--- src/rtl/core_pkg.sv ---
// Core-wide widths, address/instruction types and the fetch buffer entry layout.
package core_pkg;

    localparam int XLEN = 32;
    localparam int ILEN = 32;

    typedef logic [XLEN-1:0] addr_t;
    typedef logic [ILEN-1:0] instr_t;

    localparam addr_t RESET_PC_DEFAULT = 32'h0000_0000;

    typedef struct packed {
        addr_t  pc;
        instr_t instr;
    } fetch_entry_t;

    // Sequential word address; wraps naturally at the top of the address space.
    function automatic addr_t next_pc(input addr_t pc);
        return pc + addr_t'(4);
    endfunction

endpackage

--- src/rtl/fetch_fifo.sv ---
// Instruction buffer between fetch and decode: synchronous FIFO with a flush
// that empties it in one edge and takes priority over push/pop.
module fetch_fifo #(
    parameter int DEPTH = 4,
    parameter int WIDTH = 64
) (
    input  logic                       clk,
    input  logic                       rst_n,
    input  logic                       flush,
    input  logic                       push,
    input  logic [WIDTH-1:0]           push_data,
    input  logic                       pop,
    output logic [WIDTH-1:0]           head_data,
    output logic                       empty,
    output logic [$clog2(DEPTH):0]     count
);

    localparam int PTR_W = $clog2(DEPTH);
    localparam int CNT_W = PTR_W + 1;

    logic [WIDTH-1:0] mem_q [DEPTH];
    logic [PTR_W-1:0] rd_ptr_q, rd_ptr_d;
    logic [PTR_W-1:0] wr_ptr_q, wr_ptr_d;
    logic [CNT_W-1:0] count_q, count_d;
    logic             do_push, do_pop, full;

    always_comb begin
        full     = (count_q == CNT_W'(DEPTH));
        do_pop   = pop && (count_q != '0) && !flush;
        // A push into a full buffer is only legal alongside a pop.
        do_push  = push && !flush && (!full || do_pop);
        rd_ptr_d = rd_ptr_q;
        wr_ptr_d = wr_ptr_q;
        count_d  = count_q;
        if (flush) begin
            rd_ptr_d = '0;
            wr_ptr_d = '0;
            count_d  = '0;
        end else begin
            if (do_push) wr_ptr_d = wr_ptr_q + PTR_W'(1);
            if (do_pop)  rd_ptr_d = rd_ptr_q + PTR_W'(1);
            count_d = count_q + CNT_W'(do_push) - CNT_W'(do_pop);
        end
    end

    always_ff @(posedge clk or negedge rst_n) begin
        if (!rst_n) begin
            rd_ptr_q <= '0;
            wr_ptr_q <= '0;
            count_q  <= '0;
        end else begin
            rd_ptr_q <= rd_ptr_d;
            wr_ptr_q <= wr_ptr_d;
            count_q  <= count_d;
        end
    end

    always_ff @(posedge clk) begin
        if (do_push) mem_q[wr_ptr_q] <= push_data;
    end

    assign head_data = mem_q[rd_ptr_q];
    assign empty     = (count_q == '0);
    assign count     = count_q;

endmodule

--- src/rtl/fetch.sv ---
// Instruction fetch front end: PC ownership, credit-limited request issue to a
// one-cycle instruction memory, redirect flush/discard, and the decode-side buffer.
module fetch
    import core_pkg::*;
#(
    parameter addr_t RESET_PC   = RESET_PC_DEFAULT,
    parameter int    FIFO_DEPTH = 4
) (
    input  logic        clk,
    input  logic        rstn,
    output logic        imem_readable,
    output logic [31:0] imem_pc,
    input  logic [31:0] imem_pc_in,
    input  logic [31:0] imem_command,
    input  logic        imem_command_ready,
    input  logic        redirect_valid,
    input  logic [31:0] redirect_pc,
    output logic        if_valid,
    input  logic        if_ready,
    output logic [31:0] if_pc,
    output logic [31:0] if_instr
);

    localparam int CNT_W = $clog2(FIFO_DEPTH) + 1;
    localparam logic [CNT_W:0] CREDIT_MAX = (CNT_W + 1)'(FIFO_DEPTH);

    logic             imem_readable_q, imem_readable_d;
    addr_t            imem_pc_q, imem_pc_d;
    addr_t            fetch_pc_q, fetch_pc_d;
    logic [1:0]       inflight_q, inflight_d;
    logic [1:0]       discard_q, discard_d;

    logic             resp_take, push, pop, fifo_empty;
    logic [CNT_W-1:0] fifo_count;
    logic [CNT_W:0]   occ_next, credit_used;
    fetch_entry_t     push_entry, head_entry;

    always_comb begin
        // Responses with nothing outstanding are spurious and ignored.
        resp_take  = imem_command_ready && (inflight_q != 2'd0);
        push       = resp_take && (discard_q == 2'd0) && !redirect_valid;
        pop        = !fifo_empty && if_ready && !redirect_valid;
        push_entry = '{pc: imem_pc_in, instr: imem_command};

        inflight_d  = inflight_q + 2'(imem_readable_q) - 2'(resp_take);
        occ_next    = {1'b0, fifo_count} + (CNT_W + 1)'(push) - (CNT_W + 1)'(pop);
        credit_used = occ_next + (CNT_W + 1)'(inflight_d);

        imem_readable_d = 1'b0;
        imem_pc_d       = imem_pc_q;
        fetch_pc_d      = fetch_pc_q;
        discard_d       = discard_q;

        if (redirect_valid) begin
            // Everything still outstanding after this edge belongs to the old path.
            discard_d       = inflight_d;
            imem_readable_d = 1'b1;
            imem_pc_d       = redirect_pc;
            fetch_pc_d      = next_pc(redirect_pc);
        end else begin
            if (resp_take && (discard_q != 2'd0)) discard_d = discard_q - 2'd1;
            if (credit_used < CREDIT_MAX) begin
                imem_readable_d = 1'b1;
                imem_pc_d       = fetch_pc_q;
                fetch_pc_d      = next_pc(fetch_pc_q);
            end
        end
    end

    always_ff @(posedge clk or negedge rstn) begin
        if (!rstn) begin
            imem_readable_q <= 1'b0;
            imem_pc_q       <= RESET_PC;
            fetch_pc_q      <= RESET_PC;
            inflight_q      <= 2'd0;
            discard_q       <= 2'd0;
        end else begin
            imem_readable_q <= imem_readable_d;
            imem_pc_q       <= imem_pc_d;
            fetch_pc_q      <= fetch_pc_d;
            inflight_q      <= inflight_d;
            discard_q       <= discard_d;
        end
    end

    fetch_fifo #(
        .DEPTH (FIFO_DEPTH),
        .WIDTH ($bits(fetch_entry_t))
    ) u_fifo (
        .clk       (clk),
        .rst_n     (rstn),
        .flush     (redirect_valid),
        .push      (push),
        .push_data (push_entry),
        .pop       (pop),
        .head_data (head_entry),
        .empty     (fifo_empty),
        .count     (fifo_count)
    );

    assign imem_readable = imem_readable_q;
    assign imem_pc       = imem_pc_q;
    assign if_valid      = !fifo_empty;
    assign if_pc         = fifo_empty ? 32'h0 : head_entry.pc;
    assign if_instr      = fifo_empty ? 32'h0 : head_entry.instr;

endmodule

--- config.mk ---
export PLATFORM = sky130hd
export DESIGN_NAME = fetch
export DESIGN_NICKNAME = d
export VERILOG_FILES = /design/src/rtl/core_pkg.sv /design/src/rtl/fetch_fifo.sv /design/src/rtl/fetch.sv
export SDC_FILE = /design/constraint.sdc
export NUM_CORES = 1
export LEC_CHECK = 0
export CAP_MARGIN = 20
export CORE_ASPECT_RATIO = 0.9
export CORE_MARGIN = 4
export CORE_UTILIZATION = 50
export CTS_CLUSTER_DIAMETER = 40
export DETAILED_ROUTE_END_ITERATION = 7
export PLACE_DENSITY = 0.77
export SYNTH_ARGS = -nofsm -noshare
export SYNTH_HDL_FRONTEND = slang
export SYNTH_SLANG_ARGS = --single-unit
--- constraint.sdc ---
create_clock -name clk -period 3.6 [get_ports clk]
set_input_delay 0.72 -clock clk [delete_from_list [all_inputs] [get_ports clk]]
set_output_delay 0.72 -clock clk [all_outputs]
set_load 0.02 [all_outputs]
# Word-level counts from Yosys, hierarchy flattened
# Memories as Yosys holds them, arrays and structs flattened.
# Cells that the tools add are included.
# W data, S select, Z words.
# classes
add_sub_neg,12
mul,0
div_mod_pow,0
order_cmp,1
n_eq_ne,1
shift,0
mux,17
bitwise,0
reduce_logical,23
# op_table
operator,count
$mux W32,6
$add A32 B3 Y32 const B,2
$mux W2,6
$reduce_bool A2 Y1,6
$logic_and A1 B1 Y1,10
$add A2 B1 Y2 const B,2
$add A3 B1 Y4,1
$add A4 B2 Y4,1
$lt A4 B3 Y1 const B,1
$mux W1,4
$sub A4 B1 Y4,1
$add A3 B1 Y3,1
$eq A3 B3 Y1 const B,1
$logic_not A1 Y1,3
$logic_not A3 Y1,1
$mux W3,1
$reduce_bool A3 Y1,1
$sub A3 B1 Y3,1
$add A2 B1 Y2,1
$logic_not A2 Y1,1
$sub A2 B1 Y2,1
$sub A2 B1 Y2 const B,1
$logic_or A1 B1 Y1,1
# word_totals
reg_bits,76
latchBits,0
mem_bits_rw,256
mem_bits_ro,0
in_bits,101
output_inout_bits,98
word_cells,63
memories,1
# memory_table
memory,depth,width,rd,rd_ports_with_merged_regs,write_ports,line,text
u_fifo.mem_q,4,64,1,0,1,fetch_fifo.sv:21,logic [WIDTH-1:0] mem_q [DEPTH];

# Longest topological paths before layout
# Gate-level depths: netlist of run 1.
# logic_depth
word_depth,11
ltp_mapped,19
ltp_nobuf,18

# Cells and area by module
# From an unflattened synthesis of run 1, not the netlist that was laid out.
# unflattened
hier_cells,916
area_unflattened_um2,14646.5
# modules_own_cells
module,instances,cells_each,area_each_um2,seq_area_each_um2
fetch_fifo,1,380,9716.8,7862.5
fetch,1,536,4929.7,1726.7

# Least setup slack after synthesis of run 1
# No wires, ideal clock.
# synth_path
kind,input port to flip-flop
from,in redirect_valid
to,"reg imem_pc_q[2], in the netlist imem_pc[2]"
arrival_time_ns,4.017
slack_ns,-0.536
path_stages,18
n_path_buf,8
path_cell_list,buf_6 > buf_6 > buf_6 > buf_2 > buf_2 > clkbuf_1 > clkbuf_1 > nor2_1 > ha_1 > inv_1 > ha_1 > a21o_1 > a21o_1 > mux2_2 > nor2_1 > inv_1 > clkbuf_1 > o21a_1
# synth_via
elab_chain_cells,7
word_cells_on_any_way,9
cone_classes,add/sub (3); order compare (1); mux (1); reduce/logical (4)
# synth_rtl
item,line,text
start: declaration,fetch.sv:16,"input logic redirect_valid,"
$logic_not A1 Y1,"fetch.sv:41, fetch.sv:42",
$logic_and A1 B1 Y1,fetch.sv:41,push = resp_take && (discard_q == 2'd0) && !redirect_valid;
$add A3 B1 Y4,fetch.sv:46,"occ_next = {1'b0, fifo_count} + (CNT_W + 1)'(push) - (CNT_W + 1)'(pop);"
$sub A4 B1 Y4,fetch.sv:46,
$add A4 B2 Y4,fetch.sv:47,credit_used = occ_next + (CNT_W + 1)'(inflight_d);
$lt A4 B3 Y1,fetch.sv:62,if (credit_used < CREDIT_MAX) begin
$reduce_bool A2 Y1 (no line),--,
end signal: assignment,fetch.sv:79,imem_pc_q <= imem_pc_d;
end: declaration,fetch.sv:28,"addr_t imem_pc_q, imem_pc_d;"
# Several ways; a longest one is shown, not always the timed one.
# A chain may end at the register's enable or synchronous reset.

# Worst setup path in the final report of run 1
# layout_path
from,reg inflight_q[1]
to,reg fetch_pc_q[28]
# layout_via
word_cells_on_any_way,11
cone_classes,add/sub (5); order compare (1); reduce/logical (5)
# layout_lines
item,line,text
start: declaration,fetch.sv:30,"logic [1:0] inflight_q, inflight_d;"
start signal: assignment,fetch.sv:81,inflight_q <= inflight_d;
branches (longest 2 deep; another with $add A2 B1 Y2),--,
$sub A2 B1 Y2 (*),fetch.sv:45,inflight_d = inflight_q + 2'(imem_readable_q) - 2'(resp_take);
via inflight_d[1],fetch.sv:30,
$add A4 B2 Y4 (*),fetch.sv:47,
$lt A4 B3 Y1 (*),fetch.sv:62,
$reduce_bool A2 Y1 (no line) (*),--,
end signal: assignment,fetch.sv:80,fetch_pc_q <= fetch_pc_d;
end: declaration,fetch.sv:29,"addr_t fetch_pc_q, fetch_pc_d;"
# Mark *: on every way through the listed nets, which the timed path passes.

==> flow_summary.toml, run 1 <==
[sta]
setup_viol = 0
hold_viol = 0
slew_violations = 0
worst_pin_slew_ns = 0.858
relSlewSlack_pct = 42.8
fin_skew_ns = 0.0204
fin_tns_setup_ns = 0
finalCritPeriodShare_pct = 96.4
fin_crit_ns = 3.47
fmax_mhz = 288

[grt]
grtUsageTotal_pct = 19.5
first_global_vias = 8762
grt_use_met3_pct = 4.37
gr-total-overflow = 0
use_met1_pct = 27.0
grt_first_pass_wirelength_um = 49300
grt_max_degree = 120
antenna_found_initial = 2
gr-usage-met2_pct = 32.0
grt.busiest_layer = "met2"

[pwr]
p_per_area_nw_per_um2 = 895
swShare_pct = 33.0
seq_power_share_pct = 29.1
combinationalPowerShare_pct = 45.9
p_leak_nw = 6.61
p_int_mw = 11.2
peakVddDrop_mv = 0.708
power_frac_clock_pct = 25.0
net-switching-power_mw = 5.51

[cts]
insertion_delay_ns = 0.52
cts_hold_buf = 0
cts_buffers = 43
clk_root_buffer_cell = "clkbuf_16"
ctsHtreeMaxLevel = 2
cts_max_path_buffers = 3
cts_sinks = 332
cts_tree = "yes"
clk_pin_slew_ns = 0.05

[route]
drt_wl_total_um = 31200
drc = 0
drt_iter0_drc = 629
antenna_left = 0
vias = 8503
dr.pass1.iters = 5
wl_per_cell_um = 20.3
via_per_inst = 5.54

[setup_path]
rr_worst_depth = 18
timing.rr.start = "inflight_q[1]"
r2r_end = "fetch_pc_q[28]"
start_kind = "flop"
worst-path-max-fanout = 5
cp_data_required_time_ns = 3.98
r2r_slack_ns = 0.13
path_class = "flop to flop"
worstSetupEndpointType = "flop"
arrival_ns = 3.84

[layout]
fill_cells = 1912
drive_gt1_share_pct = 18.6
final_cells = 1535
seq_area_um2 = 9590
area_growth_pct = 30.2
final_nets = 1258
finalInstanceArea_um2 = 18600
multi_input_area_um2 = 4540

[yosys]
synthMostInstantiatedCell = "edfxtp_1"
async_reset_ff_share_pct = 22.9
synth_edf_count = 256
synth.top_cells.by_count = "edfxtp_1, dfrtp_1, and2_1"
synthFlopType = "edfxtp_1"
synth_nets = 1012
synth.largest_area_cell = "edfxtp_1"
synth_top_area_share_pct = 53.7
synth_area_um2 = 14300
syn_avg_cell_area_um2 = 16.0
postSynthCellCount = 895
ys_warn_count = 0
ys_types = 56
ys_ff_latch = 332
ys_seq_area_share_pct = 67.0
synthTopCellsByArea = "edfxtp_1, dfrtp_1, mux4_2"

[floorplan]
std_cell_rows = 58
dieArea_um2 = 31400
core_region_area_um2 = 28100
die_h_um = 168
io_pins = 199
die_w_um = 186
start_util_pct = 50.9

[hold_path]
hold_path_class = "input port to asynchronous set/reset pin"

[placement]
portBuffers = 198
gp_congestion = 0.796
placed_area_um2 = 17000
place_hpwl_um = 19500
dp.cells = 1443

[status]
status = "finished clean"

[job]
cap_viol_max_count = 0
-- cell type report --
class                      instances  share of cell area, %
inverter                          22                  0.457
tap                              360                   2.42
clock inverter                    27                   1.58
clock buffer                      50                   6.03
timing repair buffer             245                   13.6
sequential                       332                   51.5
antenna                            2                 0.0269
multi-input combinational        497                   24.4
-- worst max path at each step --
stage	start	endpoint	slack, ns	cells after the start
after floorplan	redirect_valid	imem_pc[2]	-0.02	18
after global placement	imem_command_ready	fetch_pc_q[30]	-0.48	18
after detailed placement	imem_command_ready	fetch_pc_q[30]	-0.56	18
after CTS	u_fifo.rd_ptr_q[0]	if_pc[13]	0.06	4
after global routing	inflight_q[1]	fetch_pc_q[28]	-0.02	18
final	inflight_q[1]	fetch_pc_q[28]	0.13	18
-- worst max-delay path, stage by stage, from the launching register on --
cell	delay (ns)
dfrtp_1	0.39
o21ai_2	0.18
inv_2	0.06
ha_1	0.26
inv_1	0.04
ha_1	0.18
xnor2_1	0.13
xnor2_1	0.20
inv_1	0.07
ha_1	0.29
inv_1	0.09
ha_4	0.20
a21o_4	0.22
mux2i_4	0.20
buf_12	0.17
buf_12	0.13
nor4_4	0.28
xnor2_1	0.16
mux2i_1	0.09
-- state kept, by name (all words and copies together), names as in the netlist --
name and count:
fetch_pc_q 32, inflight_q 2, u_fifo.count 3, imem_readable 1, u_fifo.mem_q 256, imem_pc 32
u_fifo.rd_ptr_q 2, discard_q 2, u_fifo.wr_ptr_q 2
-- layer usage --
metal  part of all wire, %  wire, µm
met1                    43     13300
met2                    49     15400
met3                   6.1      1900
met4                   2.0       626
met5                     0         0
-- power groups by stage --
stage / combinational [mW] / clock, mW / sequential (mW)
final: 7.65 / 4.17 / 4.86
after global routing: 8.18 / 4.46 / 4.91
after CTS: 7.08 / 4.26 / 4.90
after detailed placement: 6.61 / 0 / 4.96
after global placement: 6.55 / 0 / 4.95
after floorplan: 3.78 / 0 / 5.07
-- layout by cell type, fill, tap and decap left out, types with 7 or more instances in the layout --
master	synthesis	layout
mux2i_1	48	47
nand3_1	16	15
xnor2_1	42	42
nand4_1	9	9
xor2_1	16	16
o21ai_0	38	37
nand2_1	60	60
clkbuf_16	0	44
ha_1	15	14
buf_12	0	15
nor2_1	39	36
nand3b_1	7	7
edfxtp_1	256	256
inv_1	22	20
and2_1	69	65
clkdlybuf4s50_1	0	195
mux4_2	64	64
buf_4	1	32
dfrtp_1	76	74
-- repair_timing --
action | in CTS | in global routing
pin swaps | 3 | 9
setup endpoints to repair | 24 | 52
buffers inserted | 3 | 9
gates resized for setup | 8 | 9
gates cloned | 1 | 1
-- per-stage QoR --
| stage | util [%] | hold WS, ns | setup slack (ns) | total power [mW] |
|---|---|---|---|---|
| final | 66.4 | 0.320 | 0.131 | 16.7 |
| after floorplan | - | 0.424 | -0.0222 | 8.84 |
| after global routing | 66.4 | 0.392 | -0.0217 | 17.5 |
| after global placement | 60.5 | 0.483 | -0.482 | 11.5 |
| after detailed placement | 60.5 | 0.491 | -0.563 | 11.6 |
| after CTS | 65.9 | 0.345 | 0.0574 | 16.2 |
-- cell families (layout without fill, tap and decap cells) --
kind of cell / after synthesis / count (layout) / synth area share (%)
flops: 332 / 332 / 67.0
simple gates: 238 / 238 / 9.07
mux: 118 / 119 / 13.9
buf+inv: 67 / 344 / 2.10
compound gates: 66 / 66 / 2.91
xor+xnor: 58 / 58 / 3.55
fa+ha+maj: 16 / 16 / 1.45
other cells: 0 / 2 / 0
(Power assumes the default switching activity.)
==> run 2, diff against run 1 <==
--- a/config.mk
+++ b/config.mk
@@ -12,6 +12,7 @@
 export CTS_CLUSTER_DIAMETER = 40
 export DETAILED_ROUTE_END_ITERATION = 7
 export PLACE_DENSITY = 0.77
+export REMOVE_ABC_BUFFERS = 1
 export SYNTH_ARGS = -nofsm -noshare
 export SYNTH_HDL_FRONTEND = slang
 export SYNTH_SLANG_ARGS = --single-unit
==> run 2 against run 1 <==
Power up 3.1%; clock power down 5%; cell count up 1.8%; via count up 0.61%; die area unchanged; global-route usage up 0.43 points; cell area up 1.7%; worst hold slack better by 0.044 ns; count of clock-buffer cells in the layout unchanged.
==> flow_summary.toml, run 2 (synthesized netlist as in run 1, its figures left out) <==
[sta]
rsz0062_at_grt = "true"
worst_pin_slew_ns = 0.989
fin_crit_ns = 3.56
setup_viol = 0
finalCritPeriodShare_pct = 99.0
fin_tns_setup_ns = 0
fmax_mhz = 281
relSlewSlack_pct = 34.1
slew_violations = 0
fin_skew_ns = 0.0134
hold_viol = 0

[job]
cap_viol_max_count = 0

[pwr]
p_int_mw = 11.6
swShare_pct = 32.8
power_frac_clock_pct = 23.1
combinationalPowerShare_pct = 48.4
p_leak_nw = 6.79
total_power_mw = 17.2
p_per_area_nw_per_um2 = 908
seq_power_share_pct = 28.5
net-switching-power_mw = 5.65
peakVddDrop_mv = 0.850

[cts]
cts_buffers = 41
cts_sinks = 332
clk_root_buffer_cell = "clkbuf_16"
ctsHtreeMaxLevel = 2
cts_tree = "yes"
cts_hold_buf = 0
cts_max_path_buffers = 3
insertion_delay_ns = 0.52
clk_pin_slew_ns = 0.05

[setup_path]
start_kind = "flop"
arrival_ns = 3.96
r2r_slack_ns = 0.04
worstSetupEndpointType = "flop"
path_cells = "o21ai_2 -> inv_2 -> ha_4 -> inv_2 -> ha_4 -> xnor2_2 -> xnor2_2 -> inv_1 -> ha_1 -> inv_1 -> ha_1 -> a21o_1 -> mux2i_4 -> bufbuf_16 -> buf_4 -> nor3b_2 -> xnor2_1 -> mux2i_1"
worst-path-max-fanout = 6
path_class = "flop to flop"
crit_buf_inv = 6
crit_family = "adder cells"
crit_slowest_cell = "dfrtp_1"
max_stage_delay_ns = 0.41
cp_data_required_time_ns = 4.00

[status]
status = "finished clean"

[floorplan]
core_region_area_um2 = 28100
die_h_um = 168
std_cell_rows = 58
start_util_pct = 50.9
die_w_um = 186
dieArea_um2 = 31400
io_pins = 199

[layout]
diodes = 0
finalInstanceArea_um2 = 19000
max_flop_register = "u_fifo.mem_q"
area_growth_pct = 32.4
multi_input_area_um2 = 4600
largest_register_ffs = 256
layout_common_cells = "edfxtp_1, clkdlybuf4s50_1, dfrtp_1"
layout_commonest_cell = "edfxtp_1"
seq_area_um2 = 9590
fill_cells = 1895
final_nets = 1288
drive_gt1_share_pct = 21.4

[grt]
grtUsageTotal_pct = 20.0
antenna_found_initial = 3
grt_max_degree = 77
grt_first_pass_wirelength_um = 50100
gr-total-overflow = 0
first_global_vias = 9080

[placement]
place_hpwl_um = 19600
gp_congestion = 0.828
portBuffers = 198
placed_area_um2 = 17100

[route]
wl_per_cell_um = 20.2
via_per_inst = 5.47
antenna_left = 0
drt_iter0_drc = 549
drc = 0
vias = 8555
dr.pass1.iters = 5
drt_wl_total_um = 31500

[hold_path]
hold_path_class = "input port to asynchronous set/reset pin"
run 2: changes by cell type in the layout (fill, tap and decap cells not counted), moves of 3 or more:
| cell | previous run | this run |
|---|---|---|
| clkinvlp_4 | 6 | 3 |
| o21ai_0 | 37 | 31 |
| xnor2_1 | 42 | 37 |
| nor2_4 | 1 | 4 |
| buf_8 | 0 | 4 |
| xnor2_2 | 0 | 5 |
| and2_4 | 0 | 4 |
| o21ai_1 | 0 | 6 |
| and2_2 | 4 | 0 |
| buf_4 | 32 | 57 |
| inv_6 | 1 | 7 |
run 2: power groups by stage:
| stage | logic, mW | clock network (mW) | registers [mW] |
|---|---|---|---|
| 2_1_floorplan | 2.54 | 0 | 5.05 |
| 3_3_place_gp | 6.39 | 0 | 4.97 |
| 3_5_place_dp | 6.49 | 0 | 4.98 |
| 4_1_cts | 7.47 | 4.06 | 4.92 |
| 5_1_grt | 8.88 | 4.26 | 4.95 |
| 6_report | 8.33 | 3.98 | 4.90 |
run 2: final timing paths:
check,start,end,cells after the start
max,inflight_q[1],fetch_pc_q[22],18
min,rstn,imem_pc[24],1
max reg2reg,inflight_q[1],fetch_pc_q[22],18
min reg2reg,fetch_pc_q[0],fetch_pc_q[0],1
max in group asynchronous,rstn,u_fifo.rd_ptr_q[0],1
min in group clk,fetch_pc_q[0],fetch_pc_q[0],1
run 2: layout make-up:
type	instances	share of cell area (%)
clock buffer	50	5.82
clock inverter	25	1.27
inverter	22	0.436
multi-input combinational	496	24.3
sequential	332	50.6
tap	360	2.38
timing repair buffer	278	15.2
run 2: per-layer routing:
layer	share of wire, %	vias up	GRT usage [%]
met5	0.14	-	0
met4	1.6	6	4.92
met3	7.0	49	4.76
met2	48	298	32.7
met1	44	4257	27.6
li1	-	3945	-
run 2: stage by stage:
step / util [%] / setup WS, ns / instances / hold WS, ns
global route: 67.5 / -0.141 / 1563 / 0.440
floorplan: - / -2.75 / 850 / 0.424
finish: 67.5 / 0.0356 / 1563 / 0.364
global placement: 60.8 / -0.517 / 1456 / 0.485
detailed placement: 60.8 / -0.579 / 1456 / 0.496
CTS: 66.6 / 0.000984 / 1556 / 0.378
run 2: timing repair:
item                                    CTS  global route
setup buffers                            23             6
endpoints found under the setup margin   23            80
resized for setup                         9            37
pin swaps                                 6            16
cloned                                    2             1
==> run 3, diff against run 2 <==
--- a/config.mk
+++ b/config.mk
@@ -13,6 +13,7 @@
 export DETAILED_ROUTE_END_ITERATION = 7
 export PLACE_DENSITY = 0.77
 export REMOVE_ABC_BUFFERS = 1
+export SKIP_CTS_REPAIR_TIMING = 1
 export SYNTH_ARGS = -nofsm -noshare
 export SYNTH_HDL_FRONTEND = slang
 export SYNTH_SLANG_ARGS = --single-unit
==> run 3 against run 2 <==
Sequential share of layout area is 0.92 points higher; power shrank 6.3%; critical path depth is 1 lower; via count decreased by 1.5%; die area stayed put; sequential power is essentially flat; flip-flop and latch count unchanged; global-route usage fell by 0.51 points; critical path type unchanged; critical endpoint is now imem_pc[16].
==> flow_summary.toml, run 3 (synthesized netlist as in run 1, its figures left out) <==
[route]
antenna_left = 0
drt_wl_total_um = 30800
dr.pass1.iters = 6
drt_iter0_drc = 606
vias = 8430
wl_per_cell_um = 20.0
via_per_inst = 5.49
drc = 0

[placement]
dp_slack_ns = -0.579
gp_congestion = 0.828
place_hpwl_um = 19600
portBuffers = 198

[setup_path]
cp_common_cell = "inv_1"
path_class = "flop to flop"
timing.rr.start = "inflight_q[1]"
r2r_slack_ns = 0.11
max_stage_delay_ns = 0.44
start_kind = "flop"
crit_slowest_cell = "mux2i_4"
cp_data_required_time_ns = 4.00
path_cells = "o21ai_2 -> inv_1 -> ha_1 -> inv_1 -> ha_2 -> xnor2_2 -> xnor2_2 -> inv_1 -> ha_1 -> inv_1 -> ha_1 -> a21o_1 -> mux2i_4 -> buf_12 -> buf_8 -> mux2i_2 -> o21ai_1"
arrival_ns = 3.89
worstSetupEndpointType = "flop"
rr_worst_depth = 17
worst-path-max-fanout = 6
crit_start = "inflight_q[1]"
r2r_end = "imem_pc[16]"

[layout]
largest_register_ffs = 256
fill_cells = 1931
diodes = 0
layout_common_cells = "edfxtp_1, clkdlybuf4s50_1, dfrtp_1"
layout_commonest_cell = "edfxtp_1"
max_flop_register = "u_fifo.mem_q"
final_nets = 1261
drive_gt1_share_pct = 18.8
area_growth_pct = 30.1

[cts]
ctsHtreeMaxLevel = 2
clk_root_buffer_cell = "clkbuf_16"
cts_sinks = 332
cts_buffers = 41
insertion_delay_ns = 0.52
clk_pin_slew_ns = 0.05
cts_tree = "yes"
cts_max_path_buffers = 3

[sta]
hold_viol = 0
fin_skew_ns = 0.0143
setup_viol = 0
slew_violations = 0
timing.final.ws_setup_ns = 0.111
rsz0062_at_grt = "true"
relSlewSlack_pct = 32.7
fmax_mhz = 287
fin_crit_ns = 3.49
worst_pin_slew_ns = 1.01
finalCritPeriodShare_pct = 96.9

[pwr]
total_power_mw = 16.1
p_leak_nw = 6.62
p_per_area_nw_per_um2 = 867
peakVddDrop_mv = 0.842

[floorplan]
std_cell_rows = 58
core_region_area_um2 = 28100
die_w_um = 186
io_pins = 199
start_util_pct = 50.9
dieArea_um2 = 31400
die_h_um = 168

[hold_path]
hold_path_class = "input port to asynchronous set/reset pin"

[status]
status = "finished clean"

[grt]
grtUsageTotal_pct = 19.5
gr-total-overflow = 0
grt_max_degree = 77
grt_first_pass_wirelength_um = 49000
antenna_found_initial = 3
first_global_vias = 8919

[job]
cap_viol_max_count = 0
-- run 3: how the worst max path moves through the flow --
stage	end	slack [ns]	cells after the start
3_3_place_gp	fetch_pc_q[28]	-0.52	18
2_1_floorplan	fetch_pc_q[28]	-2.75	13
6_report	imem_pc[16]	0.11	17
4_1_cts	imem_pc[2]	-0.08	19
3_5_place_dp	imem_pc[2]	-0.58	19
5_1_grt	fetch_pc_q[12]	-0.08	18
-- run 3: per-stage QoR --
stage	instances	area, µm²	hold slack, ns	util (%)	TNS [ns]
CTS	1531	18400	0.378	65.6	-0.667
global placement	1456	17100	0.485	60.8	-26.61
global route	1536	18600	0.440	66.3	-1.21
finish	1536	18600	0.361	66.3	0
detailed placement	1456	17100	0.496	60.8	-30.24
floorplan	850	14100	0.424	-	-161.76
-- run 3: per-layer routing --
layer,track usage [%],vias to the layer above,routed length (µm)
met3,4.62,45,2210
li1,-,3881,-
met2,31.5,310,14700
met4,4.37,6,420
met1,27.5,4188,13400
met5,0,-,45
-- run 3: area by class of cell --
type | instances | area (µm²) | area share [%]
clock inverters | 25 | 240 | 1.29
well taps | 360 | 450 | 2.42
multi-input cells | 496 | 4520 | 24.3
repair buffers | 251 | 2630 | 14.1
flip-flops and latches | 332 | 9590 | 51.5
clock buffers | 50 | 1100 | 5.92
inverters | 22 | 82.6 | 0.444
-- run 3: critical path, delay by kind of cell, from the launching register on --
| family | cells | cell delay, ns |
|---|---|---|
| DFF | 1 | 0.40 |
| adders and majority gates | 4 | 0.98 |
| AOI/OAI and AO/OA | 3 | 0.42 |
| buffers and inverters | 6 | 0.56 |
| xor gates and xnor gates | 2 | 0.36 |
| muxes | 2 | 0.65 |
-- run 3: report_power, final --
group	switching, mW	internal (mW)
Sequential	0.315	4.58
Combinational	3.52	3.75
Clock	1.55	2.42
Total	5.38	10.7
